[src/rtl/inst_fetch_ctrl.sv]
// Instruction-fetch sequencer: owns the PC, fetches from an async-read code RAM,
// queues words for decode and applies branch/jump redirects. FETCH_PERF_EN adds perf counters.
module inst_fetch_ctrl #(
  parameter logic [31:0] RESET_PC = 32'h0000_0000,
  parameter int          QDEPTH   = 2
) (
  input  logic        clk,
  input  logic        rst_n,
  input  logic        start,
  input  logic        halt,
  input  logic        hold,
  output logic [31:0] imem_addr,
  input  logic [31:0] imem_inst,
  output logic        if_valid,
  input  logic        if_ready,
  output logic [31:0] if_inst,
  output logic [31:0] if_pc,
  input  logic        br_taken,
  input  logic [31:0] br_pc,
  input  logic [15:0] br_off,
  input  logic        jmp,
  input  logic [25:0] jmp_idx,
  output logic [1:0]  fsm_state
`ifdef FETCH_PERF_EN
  ,
  output logic [31:0] perf_fetched,
  output logic [31:0] perf_flushed
`endif
);

  localparam int            AW = $clog2(QDEPTH);
  localparam logic [AW:0]   QD = (AW+1)'(QDEPTH);

  typedef enum logic [1:0] {
    IDLE   = 2'b00,
    RUN    = 2'b01,
    HALTED = 2'b10
  } state_t;

  state_t          state;
  logic [31:0]     pc;
  logic [AW-1:0]   head;
  logic [AW-1:0]   tail;
  logic [AW:0]     count;
  logic [31:0]     q_pc   [QDEPTH];
  logic [31:0]     q_inst [QDEPTH];

  logic            redirect_req;
  logic            redirect;
  logic            push;
  logic            pop;
  logic [31:0]     pc4;
  logic [31:0]     br_target;
  logic [31:0]     jmp_target;
  logic [31:0]     target;

  assign pc4        = br_pc + 32'd4;
  assign br_target  = pc4 + {{14{br_off[15]}}, br_off, 2'b00};
  assign jmp_target = {pc4[31:28], jmp_idx, 2'b00};
  assign target     = jmp ? jmp_target : br_target;

  assign redirect_req = br_taken || jmp;
  // A redirect seen while IDLE is dropped entirely: no PC load, no flush.
  assign redirect     = redirect_req && (state != IDLE);
  assign pop          = if_valid && if_ready;
  assign push         = (state == RUN) && !hold && !redirect_req && ((count < QD) || pop);

  assign if_valid  = (count != '0);
  assign if_inst   = if_valid ? q_inst[head] : '0;
  assign if_pc     = if_valid ? q_pc[head]   : '0;
  assign imem_addr = pc;
  assign fsm_state = state;

  // NOTE: sequential state uses non-blocking assignments so every register
  // samples pre-edge values, independent of statement order.
  always_ff @(posedge clk or negedge rst_n) begin
    if (!rst_n) begin
      state <= IDLE;
      pc    <= RESET_PC;
      head  <= '0;
      tail  <= '0;
      count <= '0;
    end else begin
      case (state)
        IDLE:    if (start && !halt) state <= RUN;
        RUN:     if (halt) state <= HALTED;
        HALTED:  if (redirect || (start && !halt)) state <= RUN;
        default: state <= IDLE;
      endcase

      if (redirect) begin
        pc    <= target;
        head  <= '0;
        tail  <= '0;
        count <= '0;
      end else begin
        if (push) begin
          pc   <= pc + 32'd4;
          tail <= tail + 1'b1;
        end
        if (pop) head <= head + 1'b1;
        case ({push, pop})
          2'b10:   count <= count + 1'b1;
          2'b01:   count <= count - 1'b1;
          default: count <= count;
        endcase
      end
    end
  end

  // NOTE: queue storage has no reset; count alone decides which entries are
  // visible, so stale words are never presented after reset or a flush.
  always_ff @(posedge clk) begin
    if (push) begin
      q_pc[tail]   <= pc;
      q_inst[tail] <= imem_inst;
    end
  end

`ifdef FETCH_PERF_EN
  logic [AW:0] flush_n;
  logic [32:0] flush_sum;

  // The entry popped in the redirect cycle reached decode, so it is not a flush.
  assign flush_n   = count - (AW+1)'(pop);
  assign flush_sum = {1'b0, perf_flushed} + 33'(flush_n);

  always_ff @(posedge clk or negedge rst_n) begin
    if (!rst_n) begin
      perf_fetched <= '0;
      perf_flushed <= '0;
    end else begin
      if (push && (perf_fetched != 32'hFFFF_FFFF)) perf_fetched <= perf_fetched + 32'd1;
      if (redirect) perf_flushed <= flush_sum[32] ? 32'hFFFF_FFFF : flush_sum[31:0];
    end
  end
`endif

endmodule

[config.mk]
export PLATFORM = sky130hd
export DESIGN_NAME = inst_fetch_ctrl
export DESIGN_NICKNAME = d
export VERILOG_FILES = /design/src/rtl/inst_fetch_ctrl.sv
export SDC_FILE = /design/constraint.sdc
export NUM_CORES = 1
export LEC_CHECK = 0
export ABC_CLOCK_PERIOD_IN_PS = 6110
export BUFFER_PORTS_ARGS = -buffer_cell sky130_fd_sc_hd__buf_4
export CORE_MARGIN = 5
export CORE_UTILIZATION = 31
export DETAILED_ROUTE_END_ITERATION = 8
export GPL_TIMING_DRIVEN = 0
export SYNTH_ARGS = -nofsm -noshare
export SYNTH_HDL_FRONTEND = slang
export SYNTH_SLANG_ARGS = --single-unit
[constraint.sdc]
create_clock -name clk -period 6.11 [get_ports clk]
set_input_delay 0.611 -clock clk [delete_from_list [all_inputs] [get_ports clk]]
set_output_delay 0.611 -clock clk [all_outputs]
set_load 0.005 [all_outputs]
* Yosys cells after proc, flatten, opt, wreduce, memory -nomap -nowiden
Memories as Yosys holds them, arrays and structs flattened.
Index checks and enable logic that the tools add are counted.
** Word-level totals
- Bits in registers :: 38
- Memory bits (writable) :: 128
- Bits of input ports :: 114
- Output and inout bits :: 99
- Logic and storage cells :: 58
- Memories :: 2
** Operators by class
- Add/sub/neg operators :: 7
- $lt $le $gt $ge :: 1
- Eq/ne operators :: 7
- Muxes and demuxes :: 17
- Reductions and logical operators :: 19
** Memory list
- q_inst :: words 2, bits a word 32, rd ports 1, clocked after Yosys merged registers in 0, write ports 1, RTL line 46 : logic [31:0] q_inst [QDEPTH];
- q_pc :: words 2, bits a word 32, rd ports 1, clocked after Yosys merged registers in 0, write ports 1, RTL line 45 : logic [31:0] q_pc [QDEPTH];
** Operators by type and width (count)
- 32-bit 2-to-1 mux :: 5
- 32-bit by 3-bit adder with 32-bit output (second input constant) :: 2
- 32-bit adder :: 1
- 2-bit 2-to-1 mux :: 4
- 2-bit nonzero test :: 4
- 1-bit logical AND :: 6
- 1-bit 2-to-1 mux :: 6
- 2-bit inequality test (second input constant) :: 3
- 2-bit one-hot mux with 3 select lines :: 1
- 2-bit by 1-bit equality test with 1-bit output (second input constant) :: 2
- 2-bit equality test (second input constant) :: 2
- 2-bit one-hot mux with 2 select lines :: 1
- 1-bit logical NOT :: 3
- 1-bit logical OR :: 3
- 3-bit AND reduction :: 1
- 3-bit nonzero test :: 1
- 1-bit adder (second input constant) :: 2
- 2-bit by 1-bit adder with 2-bit output (second input constant) :: 1
- 2-bit logical NOT :: 1
- 2-bit less-than comparator (second input constant) :: 1
- 2-bit by 1-bit subtractor with 2-bit output (second input constant) :: 1

* Depth between registers and ports, before layout
Gate-level depths: netlist of run 1.
- Word-level depth :: 7
- Mapped depth :: 16
- Mapped depth without buffers :: 15

* Worst setup path before layout of run 1
OpenSTA, ideal clock, no wires.
- Path kind :: input to register
- From :: input port br_taken
- To :: memory q_inst[0][0], enable pin
- Library setup time :: 487 ps
- Data arrival time :: 4223 ps
- Data required time :: 5623 ps
- Path slack :: 1400 ps
- Stages on the path :: 4
- Path buffers :: 1
- Cells stage by stage :: or2_4 > or4b_4 > buf_6 > nor2_1
** Between the ends
- Cells in the longest elaborated chain, start to end :: 6
** Ends and longest elaborated chain
- start: declaration :: RTL line 18 : input logic br_taken,
- 1-bit logical OR :: RTL line 62 : assign redirect_req = br_taken || jmp;
- 1-bit logical NOT :: RTL line 66 : assign push = (state == RUN) && !hold && !redirect_req && ((count < QD) || pop);
- 1-bit logical AND (2 in series) :: RTL line 66
- 1-bit 2-to-1 mux :: RTL line 114 : if (push) begin
- 1-bit 2-to-1 mux (implied by the code) :: RTL line 116 : q_inst[tail] <= imem_inst;
- end: declaration :: RTL line 46
No other way between the ends.

* Final worst setup path of run 1
- From :: input port br_pc[4]
- To :: register pc[31] (netlist: imem_addr[31])
** Between the ends
- Cells in the longest elaborated chain, start to end :: 4
** Ends and longest elaborated chain
- start: declaration :: RTL line 19 : input logic [31:0] br_pc,
- 32-bit by 3-bit adder with 32-bit output * :: RTL line 57 : assign pc4 = br_pc + 32'd4;
- 32-bit adder :: RTL line 58 : assign br_target = pc4 + {{14{br_off[15]}}, br_off, 2'b00};
- 32-bit 2-to-1 mux * :: RTL line 60 : assign target = jmp ? jmp_target : br_target;
- 32-bit 2-to-1 mux * :: RTL line 91 : if (redirect) begin
- end signal: assignment :: RTL line 92 : pc <= target;
- end signal: assignment :: RTL line 98 : pc <= pc + 32'd4;
- end: declaration :: RTL line 41 : logic [31:0] pc;
Mark *: on every way between the ends. The rest lies on a longest branch, timed or not.
A chain may end at the register's enable or synchronous reset.

==> results of run 1 <==
layer usage:
metal / track usage (%) / up-vias / share of wire, %
met5: 0 / - / 0
met4: 4.65 / 0 / 2.2
met3: 2.41 / 22 / 4.3
met2: 23.5 / 198 / 45
met1: 21.2 / 3283 / 48
li1: - / 3565 / -
sequential cells by signal, indices dropped and copies added (netlist names):
signal     flops
q_pc          64
imem_addr     32
count          2
q_inst        64
head           1
tail           1
fsm_state      2
cell usage in the layout (no fill, tap or decap), types with 17 or more instances in the layout:
master,count
buf_4,212
dfrtp_1,38
xor2_1,39
nand4_1,18
nor2_1,115
a21o_1,19
ha_1,36
clkbuf_16,17
a21oi_1,43
and3_1,17
edfxtp_1,128
clkbuf_1,21
xnor2_1,39
nand2_1,52
o21ai_0,31
mux2i_1,69
nand3_1,28
a211oi_1,17
critical path, delay by kind of cell:
| family | cells | cell delay [ns] |
|---|---|---|
| AOI/OAI and AO/OA | 3 | 0.42 |
| xor gates and xnor gates | 2 | 0.55 |
| adders and majority gates | 1 | 0.28 |
| buffers and inverters | 2 | 0.37 |
| and+or+nand+nor | 7 | 1.77 |
layout make-up:
cell class,count,share of cell area (%)
Clock inverter,15,1.26
Multi-Input combinational cell,628,35.5
Sequential cell,166,40.0
Tap cell,390,4.07
Antenna cell,1,0.0209
Inverter,16,0.501
Buffer,35,1.16
Clock buffer,17,3.55
Timing Repair Buffer,215,13.9
path summary, 6_finish.rpt:
check,from,endpoint,slack [ns],cells past startpoint
min,rst_n,imem_addr[5],0.16,1
max,br_pc[4],imem_addr[31],2.35,15
max reg2reg,fsm_state[1],imem_addr[28],3.19,8
max in group asynchronous,rst_n,imem_addr[0],5.59,1
min reg2reg,imem_addr[1],q_pc[1][1],0.54,0
min in group clk,imem_inst[15],q_inst[1][15],0.38,1
stage by stage:
step	power, mW	TNS, ns	cells
detailed placement	2.76	0	1450
finish	3.76	0	1483
floorplan	2.19	0	845
CTS	3.81	0	1482
global placement	2.74	-37.98	1447
global route	3.98	0	1483
report_power, final:
part / switching (mW) / total [mW] / internal (mW)
sequential: 0.227 / 1.65 / 1.42
combinational: 0.569 / 1.07 / 0.504
clock: 0.433 / 1.04 / 0.604
cells by family (layout without fill, tap and decap cells):
family / after synthesis / in the layout
AO/OA/AOI/OAI: 154 / 154
XOR/XNOR: 78 / 78
adder cells (fa/ha/maj): 37 / 37
buffers and inverters: 51 / 298
flip-flops: 166 / 166
multiplexers: 71 / 71
other: 0 / 1
AND/OR/NAND/NOR: 288 / 288
==> flow_metrics.env, run 1 <==
export IMPL_async_flop_share_pct=22.9
export IMPL_critPathLaunchType="input pin"
export IMPL_end_kind="flop"
export IMPL_slew_viol_final=0
export IMPL_layout_setup_ws_ns=2.35
export IMPL_crit_chain="buf_4 -> and3_1 -> nand4_1 -> or3_1 -> nor2_1 -> nand3_1 -> xnor2_1 -> ha_1 -> clkbuf_1 -> nand4_1 -> or2_2 -> a211oi_1 -> a311oi_1 -> xnor2_1 -> a21oi_1"
export IMPL_powerDensity_nw_per_um2=314
export IMPL_finalSetupViolations=0
export IMPL_outcome="complete, no violations"
export IMPL_hold_class="in -> async"
export IMPL_multi_input_area_sq_um=4250
export IMPL_tightest_slew_ns=0.940
export IMPL_area_sequential_sq_um=4790
export IMPL_vias=7068
export IMPL_ios=213
export IMPL_synth_edf_count=128
export IMPL_fill_cells=2884
export IMPL_critPathKind="in -> reg"
export IMPL_cts_setup_buffers=0
export IMPL_die_y_microns=183
export IMPL_slew_headroom_pct=37.2
export IMPL_finalCriticalPeriod_ns=3.76
export IMPL_cts_clk_slew_worst_paths_ns=0.07
export IMPL_final_util_pct=40.5
export IMPL_fin_crit_sh_pct=61.5
export IMPL_whs_ns=0.159
export IMPL_yosys_area_top_type_share_pct=41.6
export IMPL_clockBufferDepth=2
export IMPL_holdBufCountCts=0
export IMPL_die_area_sq_um=33300
export IMPL_netlist_instances=845
export IMPL_synthMuxAreaShare_pct=7.72
export IMPL_num_rows=63
export IMPL_syn_nets=996
export IMPL_hold_viol_final=0
export IMPL_grtUsageTotal_pct=14.9
export IMPL_grt_overflow_total=0
export IMPL_first_iter_violations=310
export IMPL_ctsResizeCount=0
export IMPL_synth_top_family_by_area="simple AND/OR/NAND/NOR gates"
export IMPL_yosysSeqAreaShare_pct=51.9
export IMPL_synthSimpleGateAreaFrac_pct=15.0
export IMPL_rsz0062_at_grt="false"
export IMPL_vias_per_cell=4.77
export IMPL_dp_hpwl_microns=19700
export IMPL_root_buffer="clkbuf_16"
export IMPL_synth_flop_cell="edfxtp_1"
export IMPL_dr_pass1_iters=7
export IMPL_yosys_top_cells_count="128 x edfxtp_1, 116 x nor2_1, 69 x mux2i_1, 52 x nand2_1, 43 x a21oi_1"
export IMPL_ys_seq_elements=166
export IMPL_synth_cell_types=57
export IMPL_ir_worst_vdd_mv=0.150
export IMPL_grt_antenna_before_repair=1
export IMPL_gp_congestion=0.867
export IMPL_placed_area_sq_um=11400
export IMPL_ys_warn_count=0
export IMPL_p_leak_nw=4.64
export IMPL_synth_compound_area_share_pct=10.7
export IMPL_synthMostInstantiatedCell="edfxtp_1"
export IMPL_core_area_sq_um=29600
export IMPL_grt_pass1_vias=7056
export IMPL_die_x_microns=183
export IMPL_synth_top_cells_by_area="edfxtp_1 42%, dfrtp_1 10%, mux2i_1 7.5%, ha_1 4.9%, nor2_1 4.7%"
export IMPL_crit_path_top_delay_cell="or3_1"
export IMPL_synth_top_area_cell="edfxtp_1"
export IMPL_grt_start_max_net_pins=64
export IMPL_grt_pass1_wl_microns=39200
export IMPL_cts_sinks=166
export IMPL_stdcell_area_sq_um=12000
export IMPL_fin_worst_skew_ns=0.0104
export IMPL_wl_per_cell_microns=17.1
export IMPL_final_nets=1230
export IMPL_numCtsBuffers=17
export IMPL_initial_core_util_pct=31.2
export IMPL_max_cap_viol_count=0
export IMPL_synth_avg_cell_area_sq_um=10.9
export IMPL_cp_arrival_ns=4.02
export IMPL_yosys_area_share_adder_pct=5.09
export IMPL_worstPathMaxFanout=7
export IMPL_crit_required_ns=6.37
export IMPL_critPathMaxStageDelay_ns=0.51
export IMPL_drc=0
export IMPL_cts_tree="built"
export IMPL_syn_area_sq_um=9240
export IMPL_areaGrowthSynthToFinish_pct=29.7
export IMPL_cts_htree_levels=4
export IMPL_insertion_delay_ns=0.41
export IMPL_drive_gt1_share_pct=24.2
export IMPL_place_port_buffers=212
export IMPL_wl_microns=25300
export IMPL_fmax_mhz=266
export IMPL_dp_slack_ns=2.00
export IMPL_ant_nets=0
export IMPL_synth_xor_area_share_pct=7.40
(Power assumes the default switching activity.)
==> run 2, diff against run 1 <==
ABC_CLOCK_PERIOD_IN_PS = 3250   (was 6110)
clock period = 3.25 ns   (was 6.11 ns; I/O delays follow)
==> run 2 against run 1 <==
Core utilization grew 0.42 points; design area grew 1.0%; largest cell class unchanged; sequential power grew 88%; largest power group unchanged.
==> flow_metrics.env, run 2 (synthesis results as in run 1) <==
export IMPL_outcome="complete, no violations"
export IMPL_dr_pass1_iters=4
export IMPL_first_iter_violations=321
export IMPL_slew_viol_final=0
export IMPL_vias=7184
export IMPL_drc=0
export IMPL_cts_clk_slew_worst_paths_ns=0.06
export IMPL_r2r_setup_slack_ns=0.39
export IMPL_vias_per_cell=4.84
export IMPL_gp_congestion=0.862
export IMPL_hold_class="in -> reg"
export IMPL_finalSetupViolations=0
export IMPL_cp_top_family="simple AND/OR/NAND/NOR gates"
export IMPL_fin_crit_sh_pct=95.3
export IMPL_end_kind="flop"
export IMPL_p_leak_nw=4.66
export IMPL_wl_per_cell_microns=17.3
export IMPL_root_buffer="clkbuf_16"
export IMPL_tightest_slew_ns=0.903
export IMPL_dp_hpwl_microns=19900
export IMPL_critPathMaxStageDelay_ns=0.50
export IMPL_grt_overflow_total=0
export IMPL_place_port_buffers=212
export IMPL_core_area_sq_um=29600
export IMPL_final_cell_mix="215 x buf_4, 128 x edfxtp_1, 113 x nor2_1"
export IMPL_cts_tree="built"
export IMPL_cp_startpoint="br_pc[4]"
export IMPL_ant_nets=0
export IMPL_finalCriticalPeriod_ns=3.10
export IMPL_final_nets=1232
export IMPL_dp_slack_ns=-0.592
export IMPL_grt_antenna_before_repair=1
export IMPL_numCtsBuffers=17
export IMPL_fin_worst_skew_ns=0.0105
export IMPL_cts_htree_levels=4
export IMPL_critPathKind="in -> reg"
export IMPL_grt_pass1_wl_microns=39300
export IMPL_die_x_microns=183
export IMPL_ir_worst_vdd_mv=0.252
export IMPL_crit_path_top_delay_cell="or3_4"
export IMPL_ff2ff_path_depth=8
export IMPL_crit_required_ns=3.52
export IMPL_slew_headroom_pct=39.7
export IMPL_die_area_sq_um=33300
export IMPL_wl_microns=25600
export IMPL_areaGrowthSynthToFinish_pct=31.1
export IMPL_reg2reg_to="imem_addr[28]"
export IMPL_crit_chain="buf_4 -> and3_4 -> nand4_1 -> or3_4 -> nor2_1 -> xor2_2 -> ha_1 -> a21o_1 -> a21oi_4 -> nor2_1 -> a31o_2 -> a311oi_4 -> xnor2_2 -> a21oi_1"
export IMPL_fmax_mhz=323
export IMPL_power_mw=7.10
export IMPL_cp_arrival_ns=3.36
export IMPL_layout_setup_ws_ns=0.153
export IMPL_critPathLaunchType="input pin"
export IMPL_hold_viol_final=0
export IMPL_grtUsageTotal_pct=15.0
export IMPL_worstPathMaxFanout=5
export IMPL_cts_sinks=166
export IMPL_grt_start_max_net_pins=53
export IMPL_layout_commonest_cell="buf_4"
export IMPL_ios=213
export IMPL_worstSetupEndpoint="imem_addr[31]"
export IMPL_crit_top_cell="nor2_1"
export IMPL_drive_gt1_share_pct=25.5
export IMPL_initial_core_util_pct=31.2
export IMPL_crit_buf_inv=1
export IMPL_reg2reg_from="fsm_state[1]"
export IMPL_die_y_microns=183
export IMPL_grt_pass1_vias=7180
export IMPL_powerDensity_nw_per_um2=586
export IMPL_max_cap_viol_count=0
export IMPL_crit_cells=14
export IMPL_num_rows=63
export IMPL_clockBufferDepth=2
export IMPL_insertion_delay_ns=0.42
==> run 2: report_power, final <==
| group | switching, mW | total, mW | leakage [nW] | internal [mW] |
|---|---|---|---|---|
| combinational | 1.07 | 2.03 | 2.79 | 0.962 |
| clock | 0.768 | 1.96 | 0.275 | 1.19 |
| sequential | 0.428 | 3.10 | 1.60 | 2.67 |
| total | 2.27 | 7.10 | 4.66 | 4.83 |
==> run 2: what timing repair did <==
action | in CTS | in global routing
buffers inserted | 0 | 3
setup endpoints to repair | 2 | 7
gates resized for setup | 3 | 21
gates cloned | 0 | 0
pin swaps | 3 | 6
hold endpoints to repair | 38 | 0
hold buffers | 1 | 0
==> run 2: cell type report <==
| cell class | count | area (sq um) |
|---|---|---|
| fillers | 2874 | 17500 |
| flip-flops and latches | 166 | 4790 |
| multi-input cells | 628 | 4370 |
| repair buffers | 219 | 1690 |
| well taps | 390 | 488 |
| clock buffers | 20 | 437 |
| clock inverters | 10 | 133 |
| plain buffers | 33 | 131 |
| inverters | 16 | 60.1 |
| diodes | 1 | 2.50 |
==> run 2: how the worst min path moves through the flow <==
stage | start | end | slack (ns) | depth (start not counted)
5_1_grt | imem_inst[0] | q_inst[0][0] | 0.07 | 1
3_3_place_gp | rst_n | imem_addr[5] | 0.33 | 1
4_1_cts | imem_inst[17] | q_inst[1][17] | 0.07 | 1
3_5_place_dp | rst_n | imem_addr[4] | 0.33 | 1
2_1_floorplan | rst_n | count[0] | 0.03 | 0
6_report | imem_inst[17] | q_inst[1][17] | 0.09 | 1
==> run 2: routing by layer <==
layer	wire, microns	share of wire, %	global-route usage [%]
met5	0	0	0
met4	452	1.8	4.14
met3	1160	4.5	2.75
met2	12000	47	24.3
met1	12000	47	20.7
==> run 2: metrics by stage <==
stage          utilization (%)  setup TNS [ns]  instances  instance area (sq um)  hold slack (ns)
2_1_floorplan                -               0        845                   9240           0.0294
3_3_place_gp              38.3         -100.41       1447                  11300            0.330
3_5_place_dp              38.5           -3.24       1450                  11400            0.327
4_1_cts                   40.5               0       1480                  12000           0.0660
5_1_grt                   40.9        -0.00441       1483                  12100           0.0650
6_report                  40.9               0       1483                  12100           0.0919
